<file path="src/rtl/mac_pkg.sv">
// Shared constants and elaboration helpers for the pipelined multiply-accumulate.
package mac_pkg;

    localparam int MAC_MAX_W = 128;

    function automatic int mac_min_acc_w(input int data_w, input int lanes);
        return 2 * data_w + $clog2(lanes);
    endfunction

    function automatic logic [MAC_MAX_W-1:0] mac_sat_max(input int acc_w, input bit is_signed);
        if (is_signed)
            return (MAC_MAX_W'(1) << (acc_w - 1)) - MAC_MAX_W'(1);
        return (MAC_MAX_W'(1) << acc_w) - MAC_MAX_W'(1);
    endfunction

    function automatic logic [MAC_MAX_W-1:0] mac_sat_min(input int acc_w, input bit is_signed);
        if (is_signed)
            return MAC_MAX_W'(1) << (acc_w - 1);
        return '0;
    endfunction

    function automatic int mac_lane_lo(input int lane, input int data_w);
        return lane * data_w;
    endfunction

endpackage

</file>
<file path="src/rtl/mac_lane_mult.sv">
// One registered multiplier lane; the product register only loads when en is high.
module mac_lane_mult
    import mac_pkg::*;
#(
    parameter int DATA_W = 16,
    parameter int SIGNED = 0
) (
    input  logic                  clk,
    input  logic                  rst_n,
    input  logic                  en,
    input  logic [DATA_W-1:0]     a,
    input  logic [DATA_W-1:0]     b,
    output logic [2*DATA_W-1:0]   prod
);

    localparam int PROD_W = 2 * DATA_W;
    localparam bit IS_SIGNED = (SIGNED != 0);

    logic [PROD_W-1:0] a_ext;
    logic [PROD_W-1:0] b_ext;
    logic [PROD_W-1:0] prod_d;
    logic [PROD_W-1:0] prod_q;

    // Extending to the full product width first makes one multiplier serve both signednesses.
    always_comb begin
        a_ext  = {{DATA_W{IS_SIGNED & a[DATA_W-1]}}, a};
        b_ext  = {{DATA_W{IS_SIGNED & b[DATA_W-1]}}, b};
        prod_d = en ? (a_ext * b_ext) : prod_q;
    end

    always_ff @(posedge clk) begin
        if (!rst_n)
            prod_q <= '0;
        else
            prod_q <= prod_d;
    end

    assign prod = prod_q;

endmodule

</file>
<file path="src/rtl/mac_pipe.sv">
// Two-stage multiply-accumulate: LANES registered products summed into one
// accumulator with optional saturation, sticky overflow and a result strobe.
module mac_pipe
    import mac_pkg::*;
#(
    parameter int DATA_W = 16,
    parameter int LANES  = 1,
    parameter int ACC_W  = 64,
    parameter int SIGNED = 0,
    parameter int SAT    = 0
) (
    input  logic                      clk,
    input  logic                      rst_n,
    input  logic                      clr,
    input  logic                      en,
    input  logic [LANES*DATA_W-1:0]   A,
    input  logic [LANES*DATA_W-1:0]   B,
    output logic [ACC_W-1:0]          accum,
    output logic                      ovf,
    output logic                      out_vld,
    output logic [15:0]               acc_cnt
);

    localparam int PROD_W    = 2 * DATA_W;
    localparam int MIN_ACC_W = mac_min_acc_w(DATA_W, LANES);
    localparam int EXT_W     = ACC_W + 1 - PROD_W;
    localparam bit IS_SIGNED = (SIGNED != 0);
    localparam bit IS_SAT    = (SAT != 0);
    localparam logic [ACC_W-1:0] SAT_MAX = ACC_W'(mac_sat_max(ACC_W, IS_SIGNED));
    localparam logic [ACC_W-1:0] SAT_MIN = ACC_W'(mac_sat_min(ACC_W, IS_SIGNED));

    if (ACC_W < MIN_ACC_W) begin : g_acc_w_check
        $error("mac_pipe: ACC_W too small for DATA_W and LANES");
    end

    logic [PROD_W-1:0] prod [LANES];

    for (genvar i = 0; i < LANES; i++) begin : g_lane
        mac_lane_mult #(
            .DATA_W (DATA_W),
            .SIGNED (SIGNED)
        ) u_mult (
            .clk   (clk),
            .rst_n (rst_n),
            .en    (en),
            .a     (A[mac_lane_lo(i, DATA_W) +: DATA_W]),
            .b     (B[mac_lane_lo(i, DATA_W) +: DATA_W]),
            .prod  (prod[i])
        );
    end

    logic              en_stg2_d, en_stg2_q;
    logic [ACC_W-1:0]  accum_d, accum_q;
    logic              ovf_d, ovf_q;
    logic              out_vld_d, out_vld_q;
    logic [15:0]       acc_cnt_d, acc_cnt_q;

    logic [ACC_W:0]    sum_ext;
    logic [ACC_W:0]    acc_ext;
    logic [ACC_W:0]    nxt;
    logic              ovf_now;

    always_comb begin
        sum_ext = '0;
        for (int i = 0; i < LANES; i++)
            sum_ext = sum_ext + {{EXT_W{IS_SIGNED & prod[i][PROD_W-1]}}, prod[i]};
    end

    // One spare bit above the accumulator: it is the carry when unsigned and the true sign when signed.
    always_comb begin
        en_stg2_d = en & ~clr;
        acc_ext   = {IS_SIGNED & accum_q[ACC_W-1], accum_q};
        nxt       = acc_ext + sum_ext;
        ovf_now   = IS_SIGNED ? (nxt[ACC_W] ^ nxt[ACC_W-1]) : nxt[ACC_W];

        accum_d   = accum_q;
        ovf_d     = ovf_q;
        acc_cnt_d = acc_cnt_q;
        out_vld_d = 1'b0;

        if (clr) begin
            accum_d   = '0;
            ovf_d     = 1'b0;
            acc_cnt_d = '0;
        end else if (en_stg2_q) begin
            out_vld_d = 1'b1;
            if (ovf_now && IS_SAT)
                accum_d = (IS_SIGNED && nxt[ACC_W]) ? SAT_MIN : SAT_MAX;
            else
                accum_d = nxt[ACC_W-1:0];
            ovf_d = ovf_q | ovf_now;
            if (acc_cnt_q != 16'hFFFF)
                acc_cnt_d = acc_cnt_q + 16'd1;
        end
    end

    always_ff @(posedge clk) begin
        if (!rst_n) begin
            en_stg2_q <= 1'b0;
            accum_q   <= '0;
            ovf_q     <= 1'b0;
            out_vld_q <= 1'b0;
            acc_cnt_q <= '0;
        end else begin
            en_stg2_q <= en_stg2_d;
            accum_q   <= accum_d;
            ovf_q     <= ovf_d;
            out_vld_q <= out_vld_d;
            acc_cnt_q <= acc_cnt_d;
        end
    end

    assign accum   = accum_q;
    assign ovf     = ovf_q;
    assign out_vld = out_vld_q;
    assign acc_cnt = acc_cnt_q;

endmodule

</file>
<file path="config.mk">
export PLATFORM = sky130hd
export DESIGN_NAME = mac_pipe
export DESIGN_NICKNAME = d
export VERILOG_FILES = /design/src/rtl/mac_pkg.sv /design/src/rtl/mac_lane_mult.sv /design/src/rtl/mac_pipe.sv
export SDC_FILE = /design/constraint.sdc
export NUM_CORES = 1
export LEC_CHECK = 0
export ABC_AREA = 0
export CAP_MARGIN = 20
export CORE_MARGIN = 5
export CORE_UTILIZATION = 58
export DETAILED_ROUTE_END_ITERATION = 7
export PLACE_DENSITY = 0.77
export REMOVE_ABC_BUFFERS = 1
export SLEW_MARGIN = 20
export SYNTH_ARGS = -nofsm -noshare
export SYNTH_HDL_FRONTEND = slang
export SYNTH_SLANG_ARGS = --single-unit
</file>
<file path="constraint.sdc">
create_clock -name clk -period 14.76 [get_ports clk]
set_clock_uncertainty 0.15 [all_clocks]
set_input_delay 2.952 -clock clk [delete_from_list [all_inputs] [get_ports clk]]
set_output_delay 2.952 -clock clk [all_outputs]
set_load 0.01 [all_outputs]
</file>
==> flow_metrics.py <==
metrics = {
    "clock_tree": {
        "cts_tree": "built",
        "clkSinkCount": 115,
        "clk_transition_reported_paths_ns": 0.06,
        "post_cts_resized": 0,
        "cts-buffers-inserted": 17,
        "cts-root-buf": "clkbuf_16",
        "clk_latency_ns": 0.41,
        "h-tree-depth": 4,
        "post_cts_buffers": 0,
        "cts_hold_buffers": 0,
        "cts_max_path_buffers": 2,
    },
    "synth": {
        "synth_top_family_by_area": "adder cells",
        "ys_ff_latch": 115,
        "synth.distinct_cells": 68,
        "yosys.area_share.simple": 0.1973,
        "synth_compound_area_frac": 0.1116,
        "avgSynthCellArea_sq_um": 8.594,
        "synth_edf_count": 0,
        "synth_fa_ha_area_frac": 0.3779,
        "synth_xor_xnor_area_share": 0.04949,
        "synth-main-ff-cell": "dfxtp_1",
        "yosys_warnings": 0,
        "syn-instance-count": 1730,
        "seq_area_frac_synth": 0.1549,
        "async_flop_share": 0,
        "synth_area_sq_mm": 0.01487,
        "synth_mux_area_frac": 0.02702,
    },
    "timing": {
        "fin_crit_sh": 0.6639,
        "finalSetupViolCount": 0,
        "tns_ns": 0,
        "slew_viol_final": 0,
        "rsz0062_at_grt": "false",
        "worst_slew_pin_slew_ns": 1.055,
        "final_hold_viol_count": 0,
        "fmax_ghz": 0.1021,
        "setup_ws_ns": 4.961,
        "min_period_ns": 9.799,
        "relSlewSlack": 0.2933,
    },
    "worst_setup_path": {
        "end_kind": "flip-flop",
        "ff2ff_setup_slack_ns": 11.17,
        "timing.rr.end": "accum[40]$_SDFFE_PP0P_",
        "r2r-start": "accum[25]$_SDFFE_PP0P_",
        "crit_fanout": 16,
        "required_ns": 14.88,
        "worstPathArrival_ns": 9.91,
        "r2r_cells": 9,
        "cp-start-kind": "input port",
        "critical_path_class": "input port to flip-flop",
    },
    "power": {
        "internal_power_uw": 1672,
        "p_seq_frac": 0.110,
        "clkPwrFrac": 0.128,
        "p_sw_frac": 0.4950,
        "p_leak_uw": 0.007772,
        "ir_worst_vdd_mv": 0.2320,
        "p_sw_uw": 1639,
        "p_per_area_mw_per_mm2": 196.8,
        "combPwrFrac": 0.762,
    },
    "route": {
        "antenna_left": 0,
        "via_per_inst": 5.646,
        "wl_per_cell_um": 16.18,
        "drt-total-wl_mm": 34.68,
        "drc": 0,
        "drt_iter0_drc": 700,
        "via_count": 12100,
        "dr.pass1.iters": 5,
    },
    "worst_hold_path": {
        "hold_path_end": "g_lane[0].u_mult.prod[28]$_SDFFE_PN0P_",
        "min-delay-start": "g_lane[0].u_mult.prod[28]$_SDFFE_PN0P_",
        "hp-class": "flip-flop to flip-flop",
        "min_path_cells": 2,
    },
    "global_routing": {
        "grt_pass1_vias": 12430,
        "grt_pass1_wl_mm": 59.26,
        "grt_overflow_total": 0,
        "grt_max_degree": 80,
        "antenna_found_initial": 0,
        "track_usage": 0.2467,
    },
    "floorplan": {
        "start_util": 0.5904,
        "die_width_um": 170.1,
        "die-height_um": 170.1,
        "io_pins": 118,
        "core.rowCount": 58,
        "fp.coreArea_sq_mm": 0.02518,
        "die_area_sq_mm": 0.02893,
    },
    "finish": {
        "mostFrequentLayoutCells": "inv_1, nand2_1, fa_1, ha_1, and2_1",
        "syn_to_final_growth_pct": 13.18,
        "final_common_cell": "inv_1",
        "antenna_cells": 0,
        "drive_gt1_frac": 0.03254,
        "finalNetCount": 2168,
    },
    "placed_design": {
        "hpwlAfterDp_mm": 27.02,
        "port_buffers": 117,
        "place_ws_ns": 4.644,
        "finalWeightedCongestion": 0.9366,
    },
    "job": {
        "cap_violations": 0,
    },
    "outcome": {
        "status": "complete, no violations",
    },
}
==> per-stage QoR <==
step | power [uW] | std cells | util | hold slack, ns | area, sq um
floorplan | 2366 | 1659 | - | 0.2791 | 14590
global placement | 2836 | 2110 | 0.6437 | 0.3090 | 16210
detailed placement | 2889 | 2110 | 0.6437 | 0.3123 | 16210
CTS | 3335 | 2142 | 0.6679 | 0.3252 | 16820
global route | 3720 | 2143 | 0.6682 | 0.3642 | 16830
finish | 3311 | 2143 | 0.6682 | 0.3216 | 16830
==> registers in the layout, indices dropped and copies added, names as in the netlist <==
name and count:
ovf 1, en_stg2_q 1, acc_cnt 16, accum 64, out_vld 1, g_lane.u_mult.prod 32
==> synth_stat cells (6+ instances only) <==
| cell type | n | area, sq um |
|---|---|---|
| a21o_1 | 28 | 210.2 |
| o21bai_1 | 6 | 45.04 |
| nor3_1 | 9 | 45.04 |
| mux2i_1 | 39 | 390.4 |
| ha_1 | 137 | 1714 |
| nor2_1 | 116 | 435.4 |
| nand4_1 | 18 | 112.6 |
| xnor2_1 | 46 | 402.9 |
| xor2_1 | 38 | 332.8 |
| clkbuf_1 | 60 | 225.2 |
| o211ai_1 | 13 | 97.59 |
| and2_1 | 125 | 782.0 |
| nand4b_1 | 7 | 61.31 |
| a2111oi_2 | 7 | 105.1 |
| a31oi_1 | 10 | 62.56 |
| inv_1 | 250 | 938.4 |
| o21ai_1 | 6 | 30.03 |
| nand2b_1 | 11 | 68.82 |
| or3_1 | 8 | 50.05 |
| dfxtp_1 | 115 | 2302 |
| o21ai_0 | 46 | 230.2 |
| nand3_1 | 24 | 120.1 |
| a21boi_0 | 6 | 45.04 |
| nand2_1 | 204 | 765.7 |
| fa_1 | 195 | 3904 |
| and3_1 | 15 | 93.84 |
| a21oi_1 | 65 | 325.3 |
| a211oi_1 | 10 | 75.07 |
| nor2b_1 | 34 | 212.7 |
| buf_2 | 7 | 35.03 |
==> worst max-delay path by stage <==
stage | startpoint | to | slack (ns) | cells past startpoint
floorplan | B[6] | g_lane[0].u_mult.prod[28]$_SDFFE_PN0P_ | 6.07 | 21
global placement | A[6] | g_lane[0].u_mult.prod[31]$_SDFFE_PN0P_ | 4.82 | 21
detailed placement | A[8] | g_lane[0].u_mult.prod[31]$_SDFFE_PN0P_ | 4.64 | 21
CTS | A[8] | g_lane[0].u_mult.prod[31]$_SDFFE_PN0P_ | 5.06 | 21
global route | A[6] | g_lane[0].u_mult.prod[31]$_SDFFE_PN0P_ | 4.58 | 21
finish | A[6] | g_lane[0].u_mult.prod[31]$_SDFFE_PN0P_ | 4.96 | 21
==> logic make-up (layout without fill, tap and decap cells) <==
| logic type | Yosys count | count (layout) |
|---|---|---|
| simple gates | 593 | 593 |
| fa+ha+maj | 332 | 332 |
| buf+inv | 321 | 404 |
| compound gates | 245 | 245 |
| flops | 115 | 115 |
| xor+xnor | 84 | 84 |
| mux | 40 | 40 |
==> metal layers <==
layer / wire length, um / track usage / share of wire
met3: 1517 / 0.03345 / 0.044
met5: 0 / 0 / 0
met2: 17680 / 0.4266 / 0.51
met4: 845 / 0.07535 / 0.024
met1: 14630 / 0.3230 / 0.42
==> power groups by stage <==
| stage | sequential [uW] | combinational [uW] | clock, uW |
|---|---|---|---|
| 2_1_floorplan | 363 | 2000 | 0 |
| 3_3_place_gp | 370 | 2470 | 0 |
| 3_5_place_dp | 371 | 2520 | 0 |
| 4_1_cts | 364 | 2540 | 430 |
| 5_1_grt | 366 | 2910 | 448 |
| 6_report | 364 | 2520 | 425 |
==> cell type report <==
cell class / instances / area (sq um)
flip-flops and latches: 115 / 2303
inverters: 250 / 938.4
fillers: 2057 / 8356
clock buffers: 18 / 439.2
multi-input cells: 1294 / 11350
clock inverters: 14 / 168.9
well taps: 330 / 412.9
repair buffers: 122 / 1209
==> worst max-delay path, cell delays in order <==
cell             delay (ns)
clkdlybuf4s50_1        0.76
and2_1                 0.34
fa_1                   0.54
inv_1                  0.06
fa_1                   0.51
fa_1                   0.51
inv_1                  0.05
fa_1                   0.46
fa_1                   0.55
inv_1                  0.06
fa_1                   0.52
inv_1                  0.04
ha_1                   0.37
a21oi_1                0.19
o21ai_0                0.15
o311ai_1               0.65
o41ai_1                0.27
o41ai_2                0.33
o21ai_0                0.19
o41ai_1                0.34
a41oi_1                0.08
Note: power is estimated with default switching activity, not from simulation.
